--- src/rtl/pll_reset_sequencer_if.sv ---
// rtl/pll_reset_sequencer_if.sv - lock/reset signal bundle between PLL sequencer and its surroundings
interface pll_reset_sequencer_if;
    logic       locked;
    logic       sw_reset_req;
    logic       rst_out;
    logic       ready;
    logic [7:0] lock_loss_cnt;
    logic [1:0] state;

    // master: the sequencer itself; slave: the PLL/software side feeding it
    modport master (
        input  locked,
        input  sw_reset_req,
        output rst_out,
        output ready,
        output lock_loss_cnt,
        output state
    );

    modport slave (
        output locked,
        output sw_reset_req,
        input  rst_out,
        input  ready,
        input  lock_loss_cnt,
        input  state
    );
endinterface

--- src/rtl/pll_reset_sequencer.sv ---
// rtl/pll_reset_sequencer.sv - qualifies PLL lock then sequences downstream reset release
module pll_reset_sequencer #(
    parameter int SYNC_STAGES        = 2,
    parameter int LOCK_STABLE_CYCLES = 1024,
    parameter int RST_HOLD_CYCLES    = 16
) (
    input  logic                  clk,
    input  logic                  rst,
    pll_reset_sequencer_if.master bus
);
    localparam int MAX_CYCLES = (LOCK_STABLE_CYCLES > RST_HOLD_CYCLES) ?
                                LOCK_STABLE_CYCLES : RST_HOLD_CYCLES;
    localparam int CNT_W = $clog2(MAX_CYCLES) + 1;
    localparam logic [CNT_W-1:0] STABLE_LAST = CNT_W'(LOCK_STABLE_CYCLES - 1);
    localparam logic [CNT_W-1:0] HOLD_LAST   = CNT_W'(RST_HOLD_CYCLES - 1);

    typedef enum logic [1:0] {
        WAIT_LOCK = 2'd0,
        STABLE    = 2'd1,
        HOLD      = 2'd2,
        RUN       = 2'd3
    } state_t;

    logic [SYNC_STAGES-1:0] sync;
    logic                   lk_s;
    state_t                 state_q, state_d;
    logic [CNT_W-1:0]       cnt_q, cnt_d;
    logic                   loss_inc;
    logic                   rst_out_q, ready_q;
    logic [7:0]             loss_q;

    assign lk_s = sync[SYNC_STAGES-1];

    always_ff @(posedge clk or posedge rst) begin
        if (rst) begin
            sync <= '0;
        end else begin
            sync <= {sync[SYNC_STAGES-2:0], bus.locked};
        end
    end

    always_comb begin
        state_d  = state_q;
        cnt_d    = cnt_q;
        loss_inc = 1'b0;
        case (state_q)
            WAIT_LOCK: begin
                if (lk_s) state_d = STABLE;
            end
            STABLE: begin
                if (!lk_s)                     state_d = WAIT_LOCK;
                else if (cnt_q == STABLE_LAST) state_d = HOLD;
                else                           cnt_d   = cnt_q + 1'b1;
            end
            HOLD: begin
                if (!lk_s)                   state_d = WAIT_LOCK;
                else if (cnt_q == HOLD_LAST) state_d = RUN;
                else                         cnt_d   = cnt_q + 1'b1;
            end
            RUN: begin
                // lock loss takes priority over a software request in the same cycle
                if (!lk_s) begin
                    state_d  = WAIT_LOCK;
                    loss_inc = 1'b1;
                end else if (bus.sw_reset_req) begin
                    state_d = HOLD;
                end
            end
            default: state_d = WAIT_LOCK;
        endcase
        if (state_d != state_q) cnt_d = '0;
    end

    always_ff @(posedge clk or posedge rst) begin
        if (rst) begin
            state_q   <= WAIT_LOCK;
            cnt_q     <= '0;
            rst_out_q <= 1'b1;
            ready_q   <= 1'b0;
            loss_q    <= 8'd0;
        end else begin
            state_q   <= state_d;
            cnt_q     <= cnt_d;
            rst_out_q <= (state_d != RUN);
            ready_q   <= (state_d == RUN);
            if (loss_inc && (loss_q != 8'hFF)) loss_q <= loss_q + 8'd1;
        end
    end

    assign bus.rst_out       = rst_out_q;
    assign bus.ready         = ready_q;
    assign bus.state         = state_q;
    assign bus.lock_loss_cnt = loss_q;
endmodule
--- src/flat_wrapper.sv ---
// flat-port wrapper written by rule: the top's interface ports become plain ports
module pll_reset_sequencer_flat 
#(
    parameter int SYNC_STAGES        = 2,
    parameter int LOCK_STABLE_CYCLES = 1024,
    parameter int RST_HOLD_CYCLES    = 16
)
  (clk, rst, bus_locked, bus_sw_reset_req, bus_rst_out, bus_ready, bus_lock_loss_cnt, bus_state);
  pll_reset_sequencer_if bus_i ();
  input  logic clk;
  input  logic rst;
  input wire logic [$bits(bus_i.locked)-1:0] bus_locked;
  input wire logic [$bits(bus_i.sw_reset_req)-1:0] bus_sw_reset_req;
  output wire logic [$bits(bus_i.rst_out)-1:0] bus_rst_out;
  output wire logic [$bits(bus_i.ready)-1:0] bus_ready;
  output wire logic [$bits(bus_i.lock_loss_cnt)-1:0] bus_lock_loss_cnt;
  output wire logic [$bits(bus_i.state)-1:0] bus_state;
  assign bus_i.locked = bus_locked;
  assign bus_i.sw_reset_req = bus_sw_reset_req;
  assign bus_rst_out = bus_i.rst_out;
  assign bus_ready = bus_i.ready;
  assign bus_lock_loss_cnt = bus_i.lock_loss_cnt;
  assign bus_state = bus_i.state;
  pll_reset_sequencer #(.SYNC_STAGES(SYNC_STAGES), .LOCK_STABLE_CYCLES(LOCK_STABLE_CYCLES), .RST_HOLD_CYCLES(RST_HOLD_CYCLES)) u_core (.clk(clk), .rst(rst), .bus(bus_i));
endmodule
--- config.mk ---
export PLATFORM = sky130hd
export DESIGN_NAME = pll_reset_sequencer_flat
export DESIGN_NICKNAME = d
export VERILOG_FILES = /design/src/rtl/pll_reset_sequencer_if.sv /design/src/rtl/pll_reset_sequencer.sv /design/src/flat_wrapper.sv
export SDC_FILE = /design/constraint.sdc
export NUM_CORES = 1
export LEC_CHECK = 0
export ABC_AREA = 1
export CAP_MARGIN = 10
export CORE_MARGIN = 2
export CORE_UTILIZATION = 49
export CTS_CLUSTER_DIAMETER = 100
export DETAILED_ROUTE_END_ITERATION = 10
export GPL_ROUTABILITY_DRIVEN = 0
export PLACE_DENSITY = 0.81
export SYNTH_ARGS = -nofsm -noshare
export SYNTH_HDL_FRONTEND = slang
export SYNTH_SLANG_ARGS = --single-unit
--- constraint.sdc ---
create_clock -name clk -period 1.6 [get_ports clk]
set_clock_uncertainty 0.2 [all_clocks]
set_input_delay 0.4 -clock clk [delete_from_list [all_inputs] [get_ports clk]]
set_output_delay 0.4 -clock clk [all_outputs]
set_load 0.005 [all_outputs]
After elaboration in Yosys (flattened, before gate mapping)
Cells that the tools add are included.

Register bits after elaboration: 25. Output and inout port bits: 12.

Add/subtract/negate cells: 2. Eq/ne operators: 13. Muxes and demuxes: 16. Reduce and logical (&&, ||, !) cells: 4.

Operator list (count): $mux 11 (5); $pmux 11 s2 (1); $mux 2 (7); $add 11x1->11 const B (1); $eq 11x10->1 const B (1); $eq 11x4->1 const B (1); $add 8x1->8 const B (1); $ne 8x8->1 const B (1); $pmux 2 s4 (1); $eq 2x2->1 const B (3); $ne 3x1->1 const B (2); $ne 3x3->1 const B (2); $reduce_and 5->1 (1); $reduce_bool 3->1 (1); $eq 2x1->1 const B (1); $logic_not 2->1 (1); $mux 1 (2); $ne 2x2->1 (1); $ne 2x2->1 const B (1); $logic_and 1x1->1 (1).

Longest topological paths before layout
Gate-level depths: netlist of run 1.

Depth after elaboration: 7. Gate-level depth with buffers: 12. Gate-level depth less buffers: 12.

Least setup slack after synthesis of run 1
No wires, ideal clock.

Kind: register to register. Start: register u_core.cnt_q[0]. End: register u_core.cnt_q[5]. Setup time: 0.119 ns. Data arrival time: 1.446 ns. Slack: -0.164 ns. Cell stages (with the launch flop): 10. Buffers on the path: 0. Period minus slack after synthesis: 1.764 ns. Cells stage by stage: dfrtp_1 > ha_1 > nand2_2 > nor2_2 > nand3_2 > nand3b_1 > a21oi_2 > nor2_4 > inv_4 > nor2_2.

Word-level cells in the longest chain between the ends: 7.

RTL lines: from (decl) (RTL line pll_reset_sequencer.sv:27) `logic [CNT_W-1:0] cnt_q, cnt_d;`; from (signal assigned) (RTL line pll_reset_sequencer.sv:83) `cnt_q <= cnt_d;`; $eq 11x4->1 or $eq 11x10->1 (tied branches) (RTL line pll_reset_sequencer.sv:57, pll_reset_sequencer.sv:52); $mux 2, on equally long branches (RTL line pll_reset_sequencer.sv:57, pll_reset_sequencer.sv:52); $mux 2, on equally long branches (RTL line pll_reset_sequencer.sv:56, pll_reset_sequencer.sv:51); $pmux 2 s4 (RTL line pll_reset_sequencer.sv:46) `case (state_q)`; $ne 2x2->1 (RTL line pll_reset_sequencer.sv:71) `if (state_d != state_q) cnt_d = '0;`; $ne 3x1->1 (no source line) (tied with other cells); $reduce_and 5->1 (no source line).

Parallel ways exist; a longest one is shown, timed or not. The select of a mux whose other input is x is not followed. A chain may end at the register's enable or synchronous reset.

Worst setup path in the final report of run 1
Start: register u_core.state_q[1], in the netlist u_core.bus.state[1]. End: register u_core.cnt_q[4].

RTL lines: from (decl) (RTL line pll_reset_sequencer.sv:26) `state_t state_q, state_d;`; from (signal assigned) (RTL line pll_reset_sequencer.sv:82) `state_q <= state_d;`; $eq 2x2->1 (tied with other cells) (RTL line pll_reset_sequencer.sv:46); $pmux 2 s4 (*) (RTL line pll_reset_sequencer.sv:46); via u_core.state_d[0] (RTL line pll_reset_sequencer.sv:26); $ne 2x2->1 (*) (RTL line pll_reset_sequencer.sv:71); $ne 3x1->1 (no source line) (tied with other cells); $reduce_and 5->1 (no source line).

The timed path passes the listed nets; every way through them passes the cells marked *.

==> results of run 1 <==
[path summary, 6_finish.rpt]
path | startpoint | slack [ns] | to | cells after the start
max | u_core.bus.state[1] | -0.40 | u_core.cnt_q[4] | 12
min | u_core.sync[0] | 0.18 | u_core.sync[1] | 0
max reg2reg | u_core.bus.state[1] | -0.40 | u_core.cnt_q[4] | 12
min reg2reg | u_core.sync[0] | 0.18 | u_core.sync[1] | 0
max in group asynchronous | rst | 0.78 | u_core.bus.rst_out | 3
min in group asynchronous | rst | 0.19 | u_core.bus.lock_loss_cnt[1] | 3
[synthesized netlist by cell type (all sizes together)]
master	number	area, sq um
nand2	42	185.2
dfrtp	24	600.6
nor2	24	137.6
inv	23	88.84
nand3	11	72.57
xor2	8	70.07
a21oi	5	36.29
nand4	5	31.28
xnor2	5	43.79
nor3	3	20.02
ha	2	25.02
a31o	1	8.760
buf	1	7.510
clkinv	1	3.750
dfstp	1	26.28
nand3b	1	7.510
nor4	1	6.260
o21ai	1	5.000
[power breakdown]
group          internal [mW]  switching (mW)
sequential             0.649          0.0187
combinational          0.125           0.172
clock                 0.0985           0.209
[worst reg2reg max path: cells and delay by family (launching register included)]
family	cells	cell delay, ns
flops	1	0.45
simple gates	9	0.91
compound gates	1	0.18
buf+inv	2	0.20
[flip-flops by register name (all words and copies together) (netlist names)]
register                  flops
u_core.bus.rst_out            1
u_core.bus.ready              1
u_core.bus.lock_loss_cnt      8
u_core.cnt_q                 11
u_core.sync                   2
u_core.bus.state              2
[logic make-up (layout without fill, tap and decap cells)]
kind of cell             after synthesis  after routing
flip-flops                            25             25
adder cells (fa/ha/maj)                2              2
buffers and inverters                 25            113
AO/OA/AOI/OAI                          7              7
XOR/XNOR                              13             13
AND/OR/NAND/NOR                       87             87
[cell type report]
| class | count | area [sq um] |
|---|---|---|
| clock buffer | 4 | 26.28 |
| fill | 118 | 322.8 |
| inverter | 24 | 100.1 |
| multi-input combinational | 109 | 870.8 |
| sequential | 25 | 628.1 |
| tap | 31 | 38.79 |
| timing repair buffer | 84 | 716.9 |
| timing repair inverter | 1 | 6.256 |
[metrics by stage]
stage	hold WS [ns]	setup slack [ns]	area (sq um)	setup TNS (ns)
after global routing	0.1902	-0.4522	2387	-5.938
after global placement	0.1348	-0.3552	1903	-3.744
after detailed placement	0.1510	-0.4344	1903	-4.951
after CTS	0.1809	-0.2255	2231	-2.645
final	0.1764	-0.3987	2387	-4.818
after floorplan	0.1312	-0.1141	1416	-1.129
[per-layer routing]
| metal | GRT usage | wire length (um) |
|---|---|---|
| met4 | 0.1063 | 229 |
| met2 | 0.5238 | 2576 |
| met1 | 0.3223 | 1816 |
| met3 | 0.03401 | 289 |
| met5 | 0 | 0 |
[timing repair]
action / in CTS / in global routing
pin swaps: 14 / 20
buffers inserted: 21 / 13
endpoints found under the setup margin: 33 / 30
resized for setup: 67 / 32
gates cloned: 1 / 0
hold buffers: 0 / 0
==> flow_summary.toml, run 1 <==
[logic_synthesis]
synth_seq_cells = 25
post_synth_xor_xnor_area = 0.08273
synth.net_count = 165
synthesis.area_per_instance_sq_um = 8.656
synthesis.area_sq_um = 1376
synth.yosys.seq_area_share = 0.4555
netlist-cell-type-count = 28
synth_compound_gate_area_share = 0.03636
basic_gate_share_of_the_synthesized_area_counting_and_or_nand_and_nor_cells = 0.3345
syn_inst = 159
dominant_combinational_cell_family_by_area_after_synthesis = "simple AND/OR/NAND/NOR gates"
synth-warning-count = 0
synth.mux.area_fraction = 0
post_synth_fa_ha_maj_area_fraction = 0.01818

[floorplan]
start_util = 0.5078
die-width_um = 57
fp.dieH_um = 57
core-area_sq_um = 2710
dieArea_sq_um = 3249
io_pins = 16
num_rows = 19

[worst_setup_path]
critPathMaxStageDelay_ns = 0.45
cp_slowest_cell = "dfrtp_2"
critPathLaunchType = "flop"
worst_path_fanout_max = 5
cp_data_arrival_time_ns = 2.08
cp_top_family = "simple AND/OR/NAND/NOR gates"
critPathCaptureType = "flop"
critical_path.n_buffers_inverters = 2
path_common_cell = "nand2_2"
crit_chain = "buf_6 > nand2_2 > inv_2 > a21oi_2 > nand2_2 > nand2_2 > nand2_2 > nand2_2 > nand2_2 > nor2_4 > nand2_1 > nor2_1"
critical_path_class = "reg2reg"
crit_required_ns = 1.68

[drt]
avgViaCountPerCell = 5.356
remaining_routing_drc_violations = 0
wirelength_um = 4912
route.vias.total = 1489
route.antenna.remaining_nets = 0
iteration_0_drc_markers = 46
detail_route.wl_per_cell_um = 17.67
first_pass_iters = 4

[timing]
final_min_period_ns = 1.999
period_share = 1.249
fmaxAchievable_mhz = 500.3
grt_setup_unrepaired = "true"
report.final.setup_viol = 23
timing.final.max_slew_violations = 0
worstMarginPinSlew_ns = 0.2562
maxSlewHeadroom = 0.8286
fin_ws_ns = -0.3987
final_hold_viol_count = 0

[clocking]
htreeDepth = 1
cts_made_buffers = 3
clk_latency_ns = 0.35
tritoncts_clock_tree = "done"
clockRootBuffer = "clkbuf_4"
maximum_clock_insertion_buffer_count = 2
clk_transition_reported_paths_ns = 0.14
clkSinkCount = 25

[global_route]
maximum_number_of_pins_on_one_net_before_global_route_repair = 26
grt_antenna_before_repair = 0
vias_in_the_first_global_route = 1491
grt_remaining_overflow = 0
grt_pass1_wl_um = 6824
track_usage = 0.2791

[finish]
final_common_cell = "buf_4"
num-nets-final = 254
area_delta_synth_final_pct = 73.45
most-common-layout-cells = "buf_4 (56), nand2_1 (27), dfrtp_1 (23)"
final_layout_size_suffix_gt1_frac = 0.6113
antenna-diode-count = 0
layoutNonFillerInstCount = 278
postLayoutCoreUtil = 0.8809

[power_and_ir_drop]
vdd_ir_drop_max_mv = 0.7447
static-leakage-power_nw = 1.212
cellPowerDensity_nw_per_um2 = 533.1
totalPowerFinal_mw = 1.273

[status]
violations = "negative setup slack"
status = "complete, but fails checks"

[placed_design]
hpwl_um = 2594
portBuffers = 15
place.detailed.instances = 243

[flow_run]
max_cap_violations = 0

[min_path]
hold_class = "reg2reg"
No activity file was read; power rests on OpenSTA's default activity.
==> run 2: changes to the inputs <==
- CTS_CLUSTER_SIZE: not set -> 16
- HOLD_SLACK_MARGIN: not set -> 0.12
==> results of run 2 <==
Same layout as run 1: the final DEF is identical, and so are final timing and power.
==> run 3: changes to the inputs <==
- PLACE_DENSITY: 0.81 -> 0.71
- SKIP_LAST_GASP: not set -> 1
==> run 3 against run 2 <==
Net effect: worst setup slack improved by 0.046 ns; sequential power hardly changed; sequential share of layout area rose by 0.77 points; register-to-register slack gained 0.05 ns; utilization is 2.5 points lower; largest cell class unchanged; global-route usage down 2.1 points; routed wire length down 15%; critical path type unchanged; flip-flop and latch count did not move; the run still ends with negative setup slack left.
==> flow_summary.toml, run 3 (same netlist as run 1, synthesis figures left out) <==
[drt]
top_signal_layer_used = "met4"
met2_length_um = 2213
detail_route.wl_per_cell_um = 15.47
wirelength_um = 4176
wl_met1_um = 1677
iteration_0_drc_markers = 42
first_pass_iters = 5
avgViaCountPerCell = 5.141
route.antenna.remaining_nets = 0
wl_met3_um = 149
route.vias.total = 1388
remaining_routing_drc_violations = 0

[floorplan]
die-width_um = 57
start_util = 0.5078
core-area_sq_um = 2710
dieArea_sq_um = 3249
fp.dieH_um = 57
io_pins = 16
num_rows = 19

[min_path]
hold_class = "in2async"

[global_route]
track_usage = 0.2582
grt_antenna_before_repair = 0
grt_remaining_overflow = 0
vias_in_the_first_global_route = 1502
grt_pass1_wl_um = 6499
maximum_number_of_pins_on_one_net_before_global_route_repair = 16

[timing]
final_hold_viol_count = 0
fmaxAchievable_mhz = 512.2
period_share = 1.220
final_min_period_ns = 1.952
timing.final.max_slew_violations = 0
maxSlewHeadroom = 0.8189
grt_setup_unrepaired = "true"
worstMarginPinSlew_ns = 0.2707
report.final.setup_viol = 21
fin_ws_ns = -0.3523

[worst_setup_path]
crit_required_ns = 1.68
cp_slowest_cell = "dfrtp_1"
worst_setup_path_startpoint = "u_core.cnt_q[1]"
crit_chain = "ha_4 > nand2_4 > nor2_4 > nand3_4 > nand2_4 > nand2_2 > nand2_2 > nand2_2 > nor2_4 > buf_6 > clkinv_8 > nor2_2"
crit-reg2reg-capture = "u_core.cnt_q[8]"
critPathLaunchType = "flop"
r2r_depth = 12
critPathMaxStageDelay_ns = 0.43
critical_path_class = "reg2reg"
path_common_cell = "nand2_2"
cp_data_arrival_time_ns = 2.03
worst_setup_path_endpoint = "u_core.cnt_q[8]"
worst_path_fanout_max = 5
critPathCaptureType = "flop"
r2r-start = "u_core.cnt_q[1]"
reg2reg_setup_slack_ns = -0.35

[clocking]
postCtsHoldBufs = 0
cts_made_buffers = 3
clk_latency_ns = 0.34
htreeDepth = 1
clockRootBuffer = "clkbuf_4"
maximum_clock_insertion_buffer_count = 2
tritoncts_clock_tree = "done"
clk_transition_reported_paths_ns = 0.15
clkSinkCount = 25

[finish]
num-nets-final = 246
final_layout_size_suffix_gt1_frac = 0.5858
largest_register_ffs = 11
most-common-layout-cells = "buf_4 (54), nand2_1 (24), dfrtp_1 (23)"
area_delta_synth_final_pct = 68.55
antenna-diode-count = 0
final_cell_area_sq_um = 2320
final_common_cell = "buf_4"
num-fill-cells = 136
largest_register = "u_core.cnt_q"
postLayoutCoreUtil = 0.8560
layout.area.seq_sq_um = 628.1
multi_input_gate_area_sq_um = 874.6

[flow_run]
max_cap_violations = 0

[status]
status = "complete, but fails checks"
violations = "negative setup slack"

[power_and_ir_drop]
static-leakage-power_nw = 1.165
vdd_ir_drop_max_mv = 0.7472
cellPowerDensity_nw_per_um2 = 569.7

[placed_design]
preCtsSetupSlack_ns = -0.4176
portBuffers = 15
hpwl_um = 2319
place_area_sq_um = 1891
==> run 3: cell types whose count changed in the layout (fill, tap and decap cells not counted), sizes merged <==
cell	before	now
clkinv	1	3
dlygate4sd2	0	1
inv	24	23
clkdlybuf4s15	4	7
clkbuf	7	4
buf	74	64
==> run 3: through the flow <==
stage                     power (mW)  cells  setup TNS, ns  hold slack [ns]
after floorplan               0.8087    159         -1.129           0.1312
after global placement        0.8916    243         -3.953           0.1328
after detailed placement      0.9010    243         -4.519           0.1386
after CTS                      1.242    261         -2.480           0.1414
after global routing           1.367    270         -5.604           0.1580
final                          1.321    270         -3.986           0.1337
==> run 3: power by group <==
group | internal [mW] | switching (mW) | leakage (nW)
sequential | 0.649 | 0.0165 | 0.337
combinational | 0.163 | 0.189 | 0.811
clock | 0.0944 | 0.209 | 0.0177
total | 0.907 | 0.415 | 1.17
==> run 3: area by class of cell <==
| class | count | share of cell area |
|---|---|---|
| Sequential cell | 25 | 0.2708 |
| Multi-Input combinational cell | 109 | 0.3770 |
| Tap cell | 31 | 0.01672 |
| Timing Repair Buffer | 76 | 0.2724 |
| Inverter | 24 | 0.04639 |
| Clock inverter | 1 | 0.002158 |
| Clock buffer | 3 | 0.009709 |
| Timing Repair inverter | 1 | 0.004854 |
==> run 3: critical path, delay by kind of cell (launching register included) <==
family	cells	cell delay [ns]
and+or+nand+nor	9	0.89
DFF	1	0.43
buffers and inverters	2	0.22
adders and majority gates	1	0.17
==> run 3: metal layers <==
layer  global-route usage  up-vias
met1               0.2984      666
met3              0.05896       17
met4               0.1429        0
met2               0.4417       46
met5                    0        -
li1                     -      659
==> run 3: what timing repair did <==
action                     CTS  global route
gates cloned                 1             0
pin swaps                   15            16
setup buffers               13            10
setup endpoints to repair   28            29
hold endpoints to repair     0             0
gates resized for setup     47            43
==> run 3: worst min-delay path by stage <==
| stage | endpoint | cells past startpoint | start | slack (ns) |
|---|---|---|---|---|
| after global placement | u_core.sync[1] | 0 | u_core.sync[0] | 0.13 |
| final | u_core.bus.ready | 3 | rst | 0.13 |
| after detailed placement | u_core.sync[1] | 0 | u_core.sync[0] | 0.14 |
| after floorplan | u_core.sync[1] | 0 | u_core.sync[0] | 0.13 |
| after global routing | u_core.bus.ready | 3 | rst | 0.16 |
| after CTS | u_core.sync[1] | 3 | rst | 0.14 |
